`config.mk`:
```
export PLATFORM = sky130hd
export DESIGN_NAME = int_ctrl
export DESIGN_NICKNAME = d
export VERILOG_FILES = /design/src/rtl/int_ctrl.sv
export SDC_FILE = /design/constraint.sdc
export NUM_CORES = 1
export LEC_CHECK = 0
export BUFFER_PORTS_ARGS = -buffer_cell sky130_fd_sc_hd__buf_2
export CAP_MARGIN = 40
export CORE_ASPECT_RATIO = 1.2
export CORE_MARGIN = 3
export CORE_UTILIZATION = 40
export DETAILED_ROUTE_END_ITERATION = 10
export PLACE_DENSITY_LB_ADDON = 0.25
export REMOVE_ABC_BUFFERS = 1
export SLEW_MARGIN = 20
export SYNTH_ARGS = -nofsm -noshare
export SYNTH_HDL_FRONTEND = slang
export SYNTH_SLANG_ARGS = --single-unit
export TNS_END_PERCENT = 100
```
`constraint.sdc`:
```
create_clock -name clk -period 1.82 [get_ports clk]
set_input_delay 0.273 -clock clk [delete_from_list [all_inputs] [get_ports clk]]
set_output_delay 0.273 -clock clk [all_outputs]
set_load 0.005 [all_outputs]
```
`src/rtl/int_ctrl.sv`:
```
// int_ctrl: memory-mapped interrupt controller driving the CP0 HWInt lines.
// Synchronises raw IRQs, latches rising edges or follows levels per source,
// tracks overruns, masks with ENABLE and registers the result onto hw_int.
module int_ctrl #(
    parameter logic [31:0] BASE_ADDR = 32'h0000_7F40,
    parameter int unsigned NSRC      = 6
) (
    input  logic            clk,
    input  logic            reset,
    input  logic [NSRC-1:0] irq_in,
    input  logic [31:0]     addr,
    input  logic            we,
    input  logic [31:0]     wdata,
    output logic [31:0]     rdata,
    output logic [NSRC-1:0] hw_int
);

    logic [NSRC-1:0] s1, s2, s3;
    logic [NSRC-1:0] rise;
    logic [NSRC-1:0] enable_r, mode_r;
    logic [NSRC-1:0] pend_lat, ovr_r;
    logic [NSRC-1:0] pend_nxt, ovr_nxt;
    logic [NSRC-1:0] pend_eff, active;
    logic [NSRC-1:0] w1c_pend, w1c_ovr;
    logic            hit;
    logic            wr_enable, wr_mode, wr_pend;
    logic [2:0]      st_idx;
    logic            st_valid;
    logic            unused_bits;

    assign unused_bits = ^{addr[1:0], wdata};

    assign hit       = (addr[31:4] == BASE_ADDR[31:4]);
    assign wr_enable = we && hit && (addr[3:2] == 2'd0);
    assign wr_mode   = we && hit && (addr[3:2] == 2'd1);
    assign wr_pend   = we && hit && (addr[3:2] == 2'd2);

    assign rise     = s2 & ~s3;
    assign w1c_pend = wr_pend ? (wdata[NSRC-1:0] & mode_r) : '0;
    assign w1c_ovr  = wr_pend ? wdata[8 +: NSRC] : '0;

    // Edge-mode sources report the latched bit, level-mode sources the synchronised line
    assign pend_eff = (pend_lat & mode_r) | (s2 & ~mode_r);
    assign active   = pend_eff & enable_r;

    // Synchroniser chain plus the one-cycle delayed copy used for edge detection
    always_ff @(posedge clk or negedge reset) begin
        if (!reset) begin
            s1 <= '0;
            s2 <= '0;
            s3 <= '0;
        end else begin
            s1 <= irq_in;
            s2 <= s1;
            s3 <= s2;
        end
    end

    // Next pending/overrun state: a new edge always beats a same-cycle clear
    always_comb begin
        pend_nxt = '0;
        ovr_nxt  = '0;
        for (int unsigned i = 0; i < NSRC; i++) begin
            if (wr_mode && !wdata[i]) begin
                pend_nxt[i] = 1'b0;
                ovr_nxt[i]  = 1'b0;
            end else if (mode_r[i]) begin
                pend_nxt[i] = rise[i] | (pend_lat[i] & ~w1c_pend[i]);
                ovr_nxt[i]  = (rise[i] & pend_lat[i]) | (ovr_r[i] & ~w1c_ovr[i]);
            end else begin
                pend_nxt[i] = 1'b0;
                ovr_nxt[i]  = 1'b0;
            end
        end
    end

    // Control registers, latched pending/overrun state and the registered HWInt
    always_ff @(posedge clk or negedge reset) begin
        if (!reset) begin
            enable_r <= '0;
            mode_r   <= '0;
            pend_lat <= '0;
            ovr_r    <= '0;
            hw_int   <= '0;
        end else begin
            if (wr_enable) enable_r <= wdata[NSRC-1:0];
            if (wr_mode)   mode_r   <= wdata[NSRC-1:0];
            pend_lat <= pend_nxt;
            ovr_r    <= ovr_nxt;
            hw_int   <= active;
        end
    end

    // Lowest-index active source wins the STATUS report
    always_comb begin
        st_idx   = '0;
        st_valid = 1'b0;
        for (int unsigned i = NSRC; i > 0; i--) begin
            if (active[i-1]) begin
                st_idx   = 3'(i - 1);
                st_valid = 1'b1;
            end
        end
    end

    // Combinational read mux; misses and unused bits read zero
    always_comb begin
        rdata = '0;
        if (hit) begin
            case (addr[3:2])
                2'd0: rdata[NSRC-1:0] = enable_r;
                2'd1: rdata[NSRC-1:0] = mode_r;
                2'd2: begin
                    rdata[NSRC-1:0]  = pend_eff;
                    rdata[8 +: NSRC] = ovr_r;
                end
                default: begin
                    rdata[31]  = st_valid;
                    rdata[2:0] = st_idx;
                end
            endcase
        end
    end

endmodule

```
==> impl_metrics.json <==
{
  "clk_pin_slew_worst_paths_ns": 0.08,
  "grt_pass1_wl_um": 10600,
  "ys_warn_count": 0,
  "fmax_mhz": 469,
  "final_layout_size_suffix_gt1_share_pct": 49.4,
  "worst-path-buf-inv": 2,
  "place_inst": 408,
  "clk_latency_ns": 0.30,
  "yosysMostFrequentCell": "dfrtp_1",
  "final_cells": 422,
  "worstReg2RegStart": "s2[3]",
  "finalHoldViolations": 0,
  "slowest_delay_ns": 0.40,
  "finalMaxSlewViolations": 0,
  "rr_worst_depth": 4,
  "finalPower_mw": 1.99,
  "die-area_um2": 7130,
  "initial_core_util_pct": 42.3,
  "antenna_cells": 0,
  "rsz0062_at_grt": "true",
  "rrSetupSlack_ns": 0.57,
  "synth_cells": 229,
  "finalCritPeriodShare_pct": 117,
  "ys_seq_elements": 48,
  "yosysSeqAreaShare_pct": 48.9,
  "yosysUniqueCellTypes": 42,
  "drtIter0Drc": 93,
  "avgSynthCellArea_um2": 10.7,
  "synth_top_area_share_pct": 48.9,
  "wl_per_cell_um": 15.4,
  "crit_fanout": 2,
  "fp.dieH_um": 91.9,
  "grt_pass1_vias": 2187,
  "critPathSlowestCell": "dfrtp_1",
  "top_usage_layer": "met2",
  "cts_sinks": 48,
  "critPathCaptureType": "output pin",
  "port_buffers": 69,
  "fp-row-count": 30,
  "clock_skew_ns": 0.00617,
  "dp_slack_ns": -0.280,
  "async_flop_share_pct": 100,
  "cts_made_buffers": 5,
  "cap_violations": 0,
  "vdd_ir_drop_max_uv": 365,
  "path_class": "reg -> out",
  "r2r-end": "pend_lat[3]",
  "crit_arrival_ns": 1.86,
  "hpwl_um": 4570,
  "synth_top_cells_by_count": "dfrtp_1, buf_4, a21oi_1, nor2_1, nor2b_1",
  "violations": "negative setup slack",
  "drc_errors": 0,
  "htreeDepth": 2,
  "globalRouteMet1Util_pct": 22.8,
  "vias": 2143,
  "worstPathCellList": "mux2_4 -> nand2_4 -> inv_2 -> or3_1 -> a311oi_2 -> buf_2",
  "synth_area_leaders": "dfrtp_1, buf_4, mux2_2, mux2_4, nor2b_1",
  "dr.pass1.iters": 4,
  "use_met3_pct": 3.44,
  "setup.worst_path.start_class": "flop",
  "core_um2": 5820,
  "antenna_found_initial": 0,
  "required_ns": 1.55,
  "gp_congestion": 0.840,
  "worstSetupEndpoint": "rdata[1]",
  "ant_nets": 0,
  "syn2layout_area_growth_pct": 43.8,
  "track_usage_pct": 19.0,
  "ioPinCount": 111,
  "setup_viol": 13,
  "grt_start_max_net_pins": 32,
  "period_needed_ns": 2.13,
  "status": "finished with violations",
  "wl_um": 6510,
  "ctsRootBufferMaster": "clkbuf_8",
  "hp-class": "in -> reg",
  "grt_overflow_total": 0,
  "worst_slack_ns": -0.313,
  "power_density_nw_per_um2": 562,
  "startpoint": "mode_r[1]",
  "critPathTopFamily": "simple AND/OR/NAND/NOR gates",
  "synth_edf_count": 0,
  "synth_area_um2": 2460,
  "nets": 415,
  "dieWidth_um": 77.6,
  "ys.flop_type": "dfrtp_1",
  "via_per_inst": 5.08,
  "synth_top_area_cell": "dfrtp_1",
  "grtUsageMet2_pct": 32.7,
  "p_leak_nw": 1.72,
  "nFillCells": 507,
  "cts_tree": "built",
  "cts_buffer_depth": 2,
  "worstSetupPathDepth": 6
}
## final cells by class
type | count | area, µm² | share of cell area, %
repair buffers | 114 | 827 | 23.4
flip-flops and latches | 48 | 1200 | 34.0
multi-input cells | 167 | 1290 | 36.4
well taps | 80 | 100 | 2.83
inverters | 6 | 22.5 | 0.637
clock buffers | 7 | 96.3 | 2.73
## cells in the final DEF (no fill, tap or decap), types with 3 or more instances in the layout
master    instances
conb_1           19
o21ai_0           6
mux2_4            9
o22ai_1           3
nor2_4            3
o31ai_1           6
buf_12            3
inv_1             5
nor2b_1          14
o21a_1            3
nor4b_1           4
buf_6            13
nor2_2            3
and3_4            4
clkbuf_8          7
o22a_1            3
a311oi_2          3
buf_4            35
mux2_2            7
nor2_1           11
nand2b_1          3
nand2_1           7
a21oi_1          17
nor3_1            6
dfrtp_1          48
buf_2            60
## worst min path at each step
stage          startpoint          end  slack [ns]  cells after the start
2_1_floorplan       reset  enable_r[0]       -0.02                      0
3_3_place_gp        reset        s1[2]        0.24                      1
3_5_place_dp        reset        s1[2]        0.25                      1
4_1_cts         irq_in[5]        s1[5]        0.07                      1
5_1_grt         irq_in[3]        s1[3]        0.07                      1
6_report        irq_in[5]        s1[5]        0.07                      1
## cells by family after synthesis
group,share of synthesized area (%)
mux,9.47
simple gates,20.9
flops,48.9
other cells,0.153
buf+inv,7.79
compound gates,12.9
## power by group
part	total, mW	internal [mW]	switching [mW]	leakage (nW)
combinational	0.218	0.104	0.114	1.04
clock	0.678	0.339	0.339	0.0503
sequential	1.09	1.09	0.00759	0.629
## registers in the layout, summed over array words and instances (netlist names)
name / cells
enable_r: 6
s1: 6
mode_r: 6
s3: 6
hw_int: 6
ovr_r: 6
pend_lat: 6
s2: 6
## per-layer routing
metal	vias up	wire, µm
met1	1012	2680
met5	-	0
met2	95	3190
met4	0	230
li1	1021	-
met3	15	407
## metrics by stage
| step | utilization, % | hold slack (ns) | setup TNS (ns) | instance area (µm²) |
|---|---|---|---|---|
| 2_1_floorplan | - | -0.0226 | -2.70 | 2360 |
| 6_report | 60.8 | 0.0740 | -1.68 | 3530 |
| 4_1_cts | 59.4 | 0.0668 | -1.56 | 3460 |
| 3_3_place_gp | 53.5 | 0.239 | -4.35 | 3110 |
| 3_5_place_dp | 53.5 | 0.250 | -4.73 | 3110 |
| 5_1_grt | 60.8 | 0.0669 | -2.30 | 3530 |
## repair_timing
item | 4_1_cts | 5_1_grt
setup endpoints to repair | 13 | 19
cloned | 1 | 0
hold buffers | 1 | 0
hold endpoints to repair | 17 | 0
setup buffers | 4 | 1
resized for setup | 39 | 13
pin swaps | 16 | 6
(Power assumes the default switching activity.)
